`src/rtl/ysyx_22041207_ifu_if.sv`:
```
// Instruction-memory bus between the fetch unit and instruction memory:
// a valid/ready request channel and a valid-only response channel.
interface ysyx_22041207_ifu_if;
    localparam int unsigned XLEN = 64;

    logic            imem_req_valid;
    logic            imem_req_ready;
    logic [XLEN-1:0] imem_addr;
    logic            imem_resp_valid;
    logic [XLEN-1:0] imem_resp_data;

    modport master (
        output imem_req_valid,
        output imem_addr,
        input  imem_req_ready,
        input  imem_resp_valid,
        input  imem_resp_data
    );

    modport slave (
        input  imem_req_valid,
        input  imem_addr,
        output imem_req_ready,
        output imem_resp_valid,
        output imem_resp_data
    );
endinterface

```
`src/rtl/ysyx_22041207_ifu.sv`:
```
// Instruction fetch unit: one outstanding imem request, one buffered
// instruction for IF/ID, redirect with squash of in-flight fetches.
module ysyx_22041207_ifu #(
    parameter logic [63:0] RESET_PC = 64'h0000_0000_8000_0000,
    parameter logic [31:0] NOP_INST = 32'h0000_0013
) (
    input  logic                  clk,
    input  logic                  rst_n,
    input  logic                  stall,
    input  logic                  redirect_valid,
    input  logic [63:0]           redirect_pc,
    ysyx_22041207_ifu_if.master   imem,
    output logic [31:0]           inst_o,
    output logic [63:0]           pc_o,
    output logic                  inst_valid_o
);
    localparam int unsigned XLEN = 64;
    localparam int unsigned ILEN = 32;

    typedef enum logic [1:0] {
        S_REQ  = 2'd0,
        S_WAIT = 2'd1,
        S_HOLD = 2'd2
    } state_t;

    state_t          state, state_d;
    logic [XLEN-1:0] pc, pc_d;
    logic [XLEN-1:0] pc_o_d;
    logic [ILEN-1:0] inst_buf, inst_buf_d;
    logic            inst_valid_d;
    logic            drop, drop_d;
    logic [ILEN-1:0] resp_word;
    logic [XLEN-1:0] redirect_target;
    logic            unused_redirect_low;

    assign unused_redirect_low = ^redirect_pc[1:0];
    assign redirect_target     = {redirect_pc[XLEN-1:2], 2'b00};

    assign imem.imem_req_valid = (state == S_REQ);
    assign imem.imem_addr      = {pc[XLEN-1:3], 3'b000};

    // pc[2] picks which half of the aligned doubleword holds the instruction
    assign resp_word = pc[2] ? imem.imem_resp_data[63:32] : imem.imem_resp_data[31:0];
    assign inst_o    = inst_valid_o ? inst_buf : NOP_INST;

    always_ff @(posedge clk or negedge rst_n) begin
        if (!rst_n) begin
            state        <= S_REQ;
            pc           <= RESET_PC;
            pc_o         <= RESET_PC;
            inst_buf     <= NOP_INST;
            inst_valid_o <= 1'b0;
            drop         <= 1'b0;
        end else begin
            state        <= state_d;
            pc           <= pc_d;
            pc_o         <= pc_o_d;
            inst_buf     <= inst_buf_d;
            inst_valid_o <= inst_valid_d;
            drop         <= drop_d;
        end
    end

    always_comb begin
        state_d      = state;
        pc_d         = pc;
        pc_o_d       = pc_o;
        inst_buf_d   = inst_buf;
        inst_valid_d = inst_valid_o;
        drop_d       = drop;

        if (redirect_valid) begin
            // Redirect wins; any request already accepted must have its response dropped
            pc_d         = redirect_target;
            inst_valid_d = 1'b0;
            case (state)
                S_REQ: begin
                    if (imem.imem_req_ready) begin
                        state_d = S_WAIT;
                        drop_d  = 1'b1;
                    end
                end
                S_WAIT: begin
                    if (imem.imem_resp_valid) begin
                        state_d = S_REQ;
                        drop_d  = 1'b0;
                    end else begin
                        drop_d  = 1'b1;
                    end
                end
                default: state_d = S_REQ;
            endcase
        end else begin
            case (state)
                S_REQ: begin
                    if (imem.imem_req_ready) begin
                        state_d = S_WAIT;
                    end
                end
                S_WAIT: begin
                    if (imem.imem_resp_valid) begin
                        if (drop) begin
                            drop_d  = 1'b0;
                            state_d = S_REQ;
                        end else begin
                            inst_buf_d   = resp_word;
                            pc_o_d       = pc;
                            inst_valid_d = 1'b1;
                            state_d      = S_HOLD;
                        end
                    end
                end
                S_HOLD: begin
                    if (!stall) begin
                        inst_valid_d = 1'b0;
                        pc_d         = pc + XLEN'(4);
                        state_d      = S_REQ;
                    end
                end
                default: state_d = S_REQ;
            endcase
        end
    end
endmodule

```
`src/flat_wrapper.sv`:
```
// flat-port wrapper written by rule: the top's interface ports become plain ports
module ysyx_22041207_ifu_flat 
#(
    parameter logic [63:0] RESET_PC = 64'h0000_0000_8000_0000,
    parameter logic [31:0] NOP_INST = 32'h0000_0013
)
  (clk, rst_n, stall, redirect_valid, redirect_pc, inst_o, pc_o, inst_valid_o, imem_imem_req_valid, imem_imem_addr, imem_imem_req_ready, imem_imem_resp_valid, imem_imem_resp_data);
  ysyx_22041207_ifu_if imem_i ();
  input  logic clk;
  input  logic rst_n;
  input  logic stall;
  input  logic redirect_valid;
  input  logic [63:0] redirect_pc;
  output logic [31:0] inst_o;
  output logic [63:0] pc_o;
  output logic inst_valid_o;
  output wire logic [$bits(imem_i.imem_req_valid)-1:0] imem_imem_req_valid;
  output wire logic [$bits(imem_i.imem_addr)-1:0] imem_imem_addr;
  input wire logic [$bits(imem_i.imem_req_ready)-1:0] imem_imem_req_ready;
  input wire logic [$bits(imem_i.imem_resp_valid)-1:0] imem_imem_resp_valid;
  input wire logic [$bits(imem_i.imem_resp_data)-1:0] imem_imem_resp_data;
  assign imem_imem_req_valid = imem_i.imem_req_valid;
  assign imem_imem_addr = imem_i.imem_addr;
  assign imem_i.imem_req_ready = imem_imem_req_ready;
  assign imem_i.imem_resp_valid = imem_imem_resp_valid;
  assign imem_i.imem_resp_data = imem_imem_resp_data;
  ysyx_22041207_ifu #(.RESET_PC(RESET_PC), .NOP_INST(NOP_INST)) u_core (.clk(clk), .rst_n(rst_n), .stall(stall), .redirect_valid(redirect_valid), .redirect_pc(redirect_pc), .imem(imem_i), .inst_o(inst_o), .pc_o(pc_o), .inst_valid_o(inst_valid_o));
endmodule
```
`config.mk`:
```
export PLATFORM = sky130hd
export DESIGN_NAME = ysyx_22041207_ifu_flat
export DESIGN_NICKNAME = d
export VERILOG_FILES = /design/src/rtl/ysyx_22041207_ifu_if.sv /design/src/rtl/ysyx_22041207_ifu.sv /design/src/flat_wrapper.sv
export SDC_FILE = /design/constraint.sdc
export NUM_CORES = 1
export LEC_CHECK = 0
export ABC_CLOCK_PERIOD_IN_PS = 2200
export CORE_MARGIN = 5
export CORE_UTILIZATION = 40
export CTS_BUF_LIST = sky130_fd_sc_hd__clkbuf_4 sky130_fd_sc_hd__clkbuf_8
export DETAILED_ROUTE_END_ITERATION = 8
export MAX_ROUTING_LAYER = met4
export PLACE_DENSITY = 0.83
export SYNTH_ARGS = -nofsm -noshare
export SYNTH_HDL_FRONTEND = slang
export SYNTH_SLANG_ARGS = --single-unit
```
`constraint.sdc`:
```
create_clock -name clk -period 2.2 [get_ports clk]
set_clock_uncertainty 0.15 [all_clocks]
set_input_delay 0.66 -clock clk [delete_from_list [all_inputs] [get_ports clk]]
set_output_delay 0.66 -clock clk [all_outputs]
set_load 0.01 [all_outputs]
```
==> out/results.tsv, run 1 <==
stage	metric	value	unit
synth	Post-Syn Area per Cell	9.93	um2
grt	GRT overflow	0	
power	worst vdd ir	0.459	mV
clock_tree	CTS clk-pin slew, worst paths	90	ps
timing	unrepaired setup endpoints after global routing	true	
timing	setup TNS	-654	ps
clock_tree	H-Tree Depth	4	
synth	Warnings, synthesis	0	
floorplanning	Die H	156	um
floorplanning	die width	156	um
timing	min cycle time layout	2360	ps
timing	normalized max-slew margin	62.2	%
run	maxcap violations	0	
timing	Max Fclk	0.423	GHz
finish	Synth-to-Final Area Change	60.2	%
setup_path	CP Data Arrival Time	2550	ps
grt	GRT Total Usage	25.0	%
detailed_routing	Antenna Nets Post-Route	0	
power	clock share of power	20.2	%
finish	Post-Route Utilization	64.9	%
setup_path	R2R Setup Slk	-160	ps
power	Pwr per Cell Area	794	nW/um2
detailed_routing	DRT Pass-1 Iters	6	
synth	Synth area leader	dfrtp_1	
finish	Nets	1389	
timing	Slew Viols, Final	0	
power	Net Switching	0.00349	W
floorplanning	die footprint	24200	um2
status	violated checks	negative setup slack	
finish	most frequent cells in the layout	buf_4, dfrtp_1, clkdlybuf4s50_1	
floorplanning	Rows	53	
timing	Final Cycle Share	107	%
clock_tree	clock buffer depth	2	
timing	Slew @ Worst Pin	567	ps
grt	first-pass GRT wire length	46.5	mm
setup_path	Req. time, crit path	2380	ps
hold_path	hold depth	2	
setup_path	CP Max Fanout	4	
power	Int Power	0.00730	W
setup_path	Worst Setup End Kind	flop	
power	Pleak	6.37	nW
place	Final GP Congestion	0.929	
status	status	finished, violations left	
synth	Synth cell types	54	
clock_tree	cts bufs inserted	17	
synth	Synth Instances	855	
synth	top cells by area, synth	dfrtp_1, mux2_2, buf_4	
detailed_routing	WL per Instance	20.3	um
hold_path	worst hold-check path type	reg -> reg	
setup_path	R2R cell count	8	
detailed_routing	DRC	0	
timing	worst setup margin	-163	ps
place	Port Buffer Count	288	
finish	most common cell after layout, fill and taps aside	buf_4	
place	DP HPWL	22.1	mm
setup_path	WS Path Type	reg -> reg	
floorplanning	I/O pin cnt	296	
power	sw frac	32.4	%
timing	Setup Viol. Count Final	20	
synth	Synth Register Bits	160	
floorplanning	area of the core	21000	um2
finish	fillers	1619	
detailed_routing	Initial DRC Count	644	
power	total power draw	0.0108	W
clock_tree	Clk Tree Root Cell	clkbuf_8	
clock_tree	TritonCTS clock tree	done	
timing	final hold vios	0	
grt	vias in the first global route	8602	
hold_path	hold endpoint	u_core.pc_o[59]	
hold_path	HP Start	u_core.pc_o[59]	
setup_path	worst r2r dst	u_core.pc[52]	
grt	largest net degree at the start of global routing	55	
setup_path	Worst R2R Start	u_core.pc[39]	
clock_tree	clock latency on the worst-skew pair	460	ps
power	Comb pwr share	38.7	%
setup_path	CP startpoint kind	flop	
synth	Mapped Area	8490	um2
synth	sequential-to-total area share from yosys stat	47.2	%
floorplanning	Initial Utilization	40.5	%
finish	share of cells above drive strength 1	33.9	%
clock_tree	# clock sinks	160	
power	power share of the sequential group	41.1	%
synth	Yosys top cell area share	45.7	%
detailed_routing	via count	8368	
detailed_routing	Via density	5.42	
grt	initial antenna violation count	1	
detailed_routing	Routed WL	31.4	mm
==> critical path: stages (launching register included) <==
cell and delay [ps]:
dfrtp_1 370, buf_6 110, nand4_1 150, buf_4 190, or3_4 340, or3_4 380
buf_4 140, o21ai_0 250, a31oi_1 150
==> what timing repair did <==
item / CTS / global route
hold buffers: 1 / 0
gates cloned: 3 / 2
pin swaps: 23 / 57
hold endpoints to repair: 36 / 0
setup endpoints to repair: 146 / 105
setup buffers: 33 / 34
resized for setup: 265 / 149
==> power by group through the flow <==
| stage | clock network, W | registers (W) | logic, W |
|---|---|---|---|
| after global routing | 0.00236 | 0.00456 | 0.00450 |
| after detailed placement | 0 | 0.00450 | 0.00417 |
| after global placement | 0 | 0.00443 | 0.00407 |
| after floorplan | 0 | 0.00474 | 0.00148 |
| after CTS | 0.00223 | 0.00442 | 0.00413 |
| final | 0.00218 | 0.00444 | 0.00418 |
==> kinds of logic (layout without fill, tap and decap cells) <==
logic type,count (synthesis),count (layout),synth area share (%)
flops,160,160,47.2
fa+ha+maj,1,1,0.147
mux,93,93,11.8
buf+inv,122,530,8.45
simple gates,320,320,20.3
xor+xnor,36,36,3.71
compound gates,122,122,8.33
other cells,1,6,0.0442
==> layer usage <==
metal	GRT usage, %	vias up	routed length (um)
met3	6.24	98	2550
met4	9.13	0	1180
li1	-	3773	-
met2	40.2	477	14900
met5	-	-	0
met1	30.7	4020	12700
==> registers in the layout, indices dropped and copies added, names as in the netlist <==
register / count
u_core.drop: 1
u_core.inst_buf: 32
u_core.inst_valid_o: 1
u_core.pc: 62
u_core.pc_o: 62
u_core.state: 2
==> cells in the mapped netlist, drive strengths merged <==
master,instances
o31ai,11
nor3,18
nand3,24
or3b,2
or2,4
nand2,99
nor4b,2
or4,15
and2,31
mux2i,35
a21oi,1
o31a,3
a221o,1
o21a,1
buf,71
nor3b,1
dfstp,5
nor2,37
and3,4
or4b,1
clkbuf,40
xnor2,18
nand2b,5
inv,11
nand4bb,2
or4bb,1
ha,1
xor2,18
a22o,2
or3,8
nand4,33
o21ai,79
a31oi,18
mux2,58
nor2b,4
dfrtp,155
a22oi,2
o41ai,2
and4,11
conb,1
a211o,2
nor4,18
==> worst max-delay path by stage <==
| stage | start | cells past startpoint | slack (ps) | to |
|---|---|---|---|---|
| finish | u_core.pc[39] | 8 | -160 | u_core.pc[52] |
| floorplan | u_core.pc[31] | 6 | -120 | u_core.pc[59] |
| global placement | stall | 7 | -630 | u_core.pc[58] |
| CTS | u_core.inst_valid_o | 4 | -140 | inst_o[18] |
| detailed placement | stall | 7 | -690 | u_core.pc[58] |
| global route | u_core.pc[39] | 7 | -240 | u_core.pc[52] |
==> area by class of cell <==
cell class	instances	area [um2]	share of cell area [%]
Inverter	11	41.3	0.304
Antenna cell	1	2.50	0.0184
Multi-Input combinational cell	577	4280	31.5
Sequential cell	160	4020	29.6
Timing Repair Buffer	487	4520	33.3
Tap cell	275	344	2.53
Clock buffer	24	312	2.29
Clock inverter	8	80.1	0.589
==> through the flow <==
step	setup WS (ps)	cell area (um2)	hold slack, ps	std cells
final	-163	13600	326	1543
after global routing	-236	13600	351	1543
after CTS	-137	12800	318	1510
after detailed placement	-693	12200	312	1441
after global placement	-626	12200	303	1441
after floorplan	-125	8550	214	859
Note: power is estimated with default switching activity, not from simulation.
==> inputs of run 2 (changes only) <==
- ABC_CLOCK_PERIOD_IN_PS: 2200 -> 1900
- CORE_MARGIN: 5 -> 1.5
- REMOVE_ABC_BUFFERS: default -> 1
- clock period: 2.2 -> 1.9 ns (I/O delays scaled with it)
==> out/results.tsv, run 2 (synthesized netlist as in run 1, its figures left out) <==
stage	metric	value	unit	change
status	status	finished, violations left		
status	violated checks	negative setup slack		
setup_path	CP cell instances	buf_4, buf_6, and4_4, buf_6, nand4_1, nor4_4, xor2_1, mux2_2		
setup_path	R2R Setup Slk	-730	ps	-560 ps
grt	GRT overflow	0		unchanged
floorplanning	die width	149	um	-4.5%
clock_tree	clock buffer depth	2		unchanged
place	Port Buffer Count	288		unchanged
timing	worst setup margin	-728	ps	-565 ps
detailed_routing	WL per Instance	23.1	um	+14%
grt	GRT Total Usage	30.0	%	+5.0 points
detailed_routing	Initial DRC Count	838		+30%
setup_path	CP Data Arrival Time	2900	ps	+350 ps
finish	Nets	1467		+5.6%
setup_path	worst r2r dst	u_core.pc[36]		
power	Pwr per Cell Area	887	nW/um2	+12%
detailed_routing	Antenna Nets Post-Route	0		unchanged
grt	first-pass GRT wire length	49.4	mm	+6.2%
setup_path	R2R cell count	8		unchanged
timing	Max Fclk	0.381	GHz	-10%
floorplanning	area of the core	20900	um2	-0.32%
timing	min cycle time layout	2630	ps	+265 ps
detailed_routing	Routed WL	37.5	mm	+20%
clock_tree	# clock sinks	160		unchanged
timing	normalized max-slew margin	61.5	%	-0.68 points
finish	Synth-to-Final Area Change	75.8	%	
clock_tree	H-Tree Depth	4		unchanged
detailed_routing	DRT Pass-1 Iters	7		+1
setup_path	Slowest cell on crit path	dfstp_2		
detailed_routing	Via density	5.80		+7.0%
timing	Slew @ Worst Pin	577	ps	+10.2 ps
grt	largest net degree at the start of global routing	59		+7.3%
clock_tree	CTS clk-pin slew, worst paths	100	ps	about the same
clock_tree	Clk Tree Root Cell	clkbuf_8		
timing	Setup Viol. Count Final	108		+440%
grt	initial antenna violation count	1		unchanged
setup_path	CP max stage delay	600	ps	+220 ps
finish	Post-Layout Cell Count	1621		+5.1%
floorplanning	Rows	53		unchanged
setup_path	CP startpoint kind	flop		
clock_tree	clock latency on the worst-skew pair	490	ps	+30 ps
place	Final GP Congestion	0.999		+7.5%
floorplanning	Initial Utilization	40.6	%	+0.13 points
timing	unrepaired setup endpoints after global routing	true		
setup_path	CP startpoint	u_core.pc[31]		
place	dpl cells	1474		+2.3%
power	Pleak	6.76	nW	+6.2%
finish	most frequent cells in the layout	buf_4, buf_6, dfrtp_1		
timing	final hold vios	0		unchanged
finish	most common cell after layout, fill and taps aside	buf_4		
setup_path	crit path to	u_core.pc[36]		
setup_path	WS Path Type	reg -> reg		
floorplanning	die footprint	22100	um2	-8.8%
detailed_routing	DRC	0		unchanged
finish	top flop regs	u_core.pc (62), u_core.pc_o (62), u_core.inst_buf (32)		
grt	vias in the first global route	8972		+4.3%
clock_tree	cts bufs inserted	17		unchanged
finish	share of cells above drive strength 1	44.8	%	+11 points
setup_path	cell mode on critical path	buf_6		
setup_path	Worst R2R Start	u_core.pc[31]		
setup_path	Worst Setup End Kind	flop		
clock_tree	TritonCTS clock tree	done		
timing	setup TNS	-27540	ps	-26890 ps
place	DP HPWL	20.8	mm	-5.9%
floorplanning	I/O pin cnt	296		unchanged
setup_path	CP Max Fanout	4		unchanged
power	worst vdd ir	0.683	mV	+49%
floorplanning	Die H	149	um	-4.5%
timing	Slew Viols, Final	0		unchanged
timing	Final Cycle Share	138	%	+31 points
hold_path	worst hold-check path type	reg -> reg		
setup_path	Req. time, crit path	2170	ps	-210 ps
run	maxcap violations	0		unchanged
detailed_routing	via count	9403		+12%
==> run 2: worst min path at each step <==
stage / end / depth (start not counted) / from / slack (ps)
2_1_floorplan: u_core.drop / 0 / rst_n / 120
3_3_place_gp: u_core.inst_buf[11] / 2 / u_core.inst_buf[11] / 310
4_1_cts: u_core.inst_buf[6] / 2 / u_core.inst_buf[6] / 330
6_report: u_core.inst_buf[0] / 2 / u_core.inst_buf[0] / 340
5_1_grt: u_core.inst_buf[1] / 2 / u_core.inst_buf[1] / 350
3_5_place_dp: u_core.inst_buf[6] / 2 / u_core.inst_buf[6] / 310
==> run 2: cell type report <==
type,count,area (um2)
fillers,1378,5960
diodes,1,2.50
inverters,11,41.3
repair buffers,565,5520
flip-flops and latches,160,4020
multi-input cells,577,4610
well taps,275,344
clock buffers,18,241
clock inverters,14,155
==> run 2: where the power goes <==
group,internal [W],switching [W]
Combinational,0.00297,0.00240
Sequential,0.00454,0.000653
Clock,0.00120,0.00147
==> run 2: critical path: cells and delay by family, from the launching register on <==
family                 cells  cell delay, ps
AND/OR/NAND/NOR            3             700
flip-flops                 1             600
XOR/XNOR                   1             480
buffers and inverters      3             380
multiplexers               1             260
==> run 2: metal layers <==
layer | vias up | global-route usage (%) | part of all wire [%]
li1 | 3932 | - | -
met1 | 4575 | 36.3 | 37
met2 | 674 | 48.2 | 47
met3 | 222 | 5.92 | 10
met4 | 0 | 14.2 | 6.0
met5 | - | - | 0
==> run 2: per-stage QoR <==
| stage | cell area [um2] | power (W) | hold slack, ps | utilization, % | setup slack [ps] |
|---|---|---|---|---|---|
| after floorplan | 7830 | 0.00700 | 124 | - | -1780 |
| after global placement | 12400 | 0.00980 | 306 | 59.4 | -983 |
| after detailed placement | 12400 | 0.00999 | 313 | 59.4 | -1020 |
| after CTS | 13800 | 0.0125 | 334 | 66.3 | -314 |
| after global routing | 14900 | 0.0138 | 350 | 71.5 | -715 |
| final | 14900 | 0.0132 | 337 | 71.5 | -728 |
==> run 2: what timing repair did <==
action	4_1_cts	5_1_grt
pin swaps	82	69
resized for setup	642	224
endpoints found under the hold margin	155	0
buffers inserted	80	74
cloned	4	2
setup endpoints to repair	205	164
hold buffers	1	0
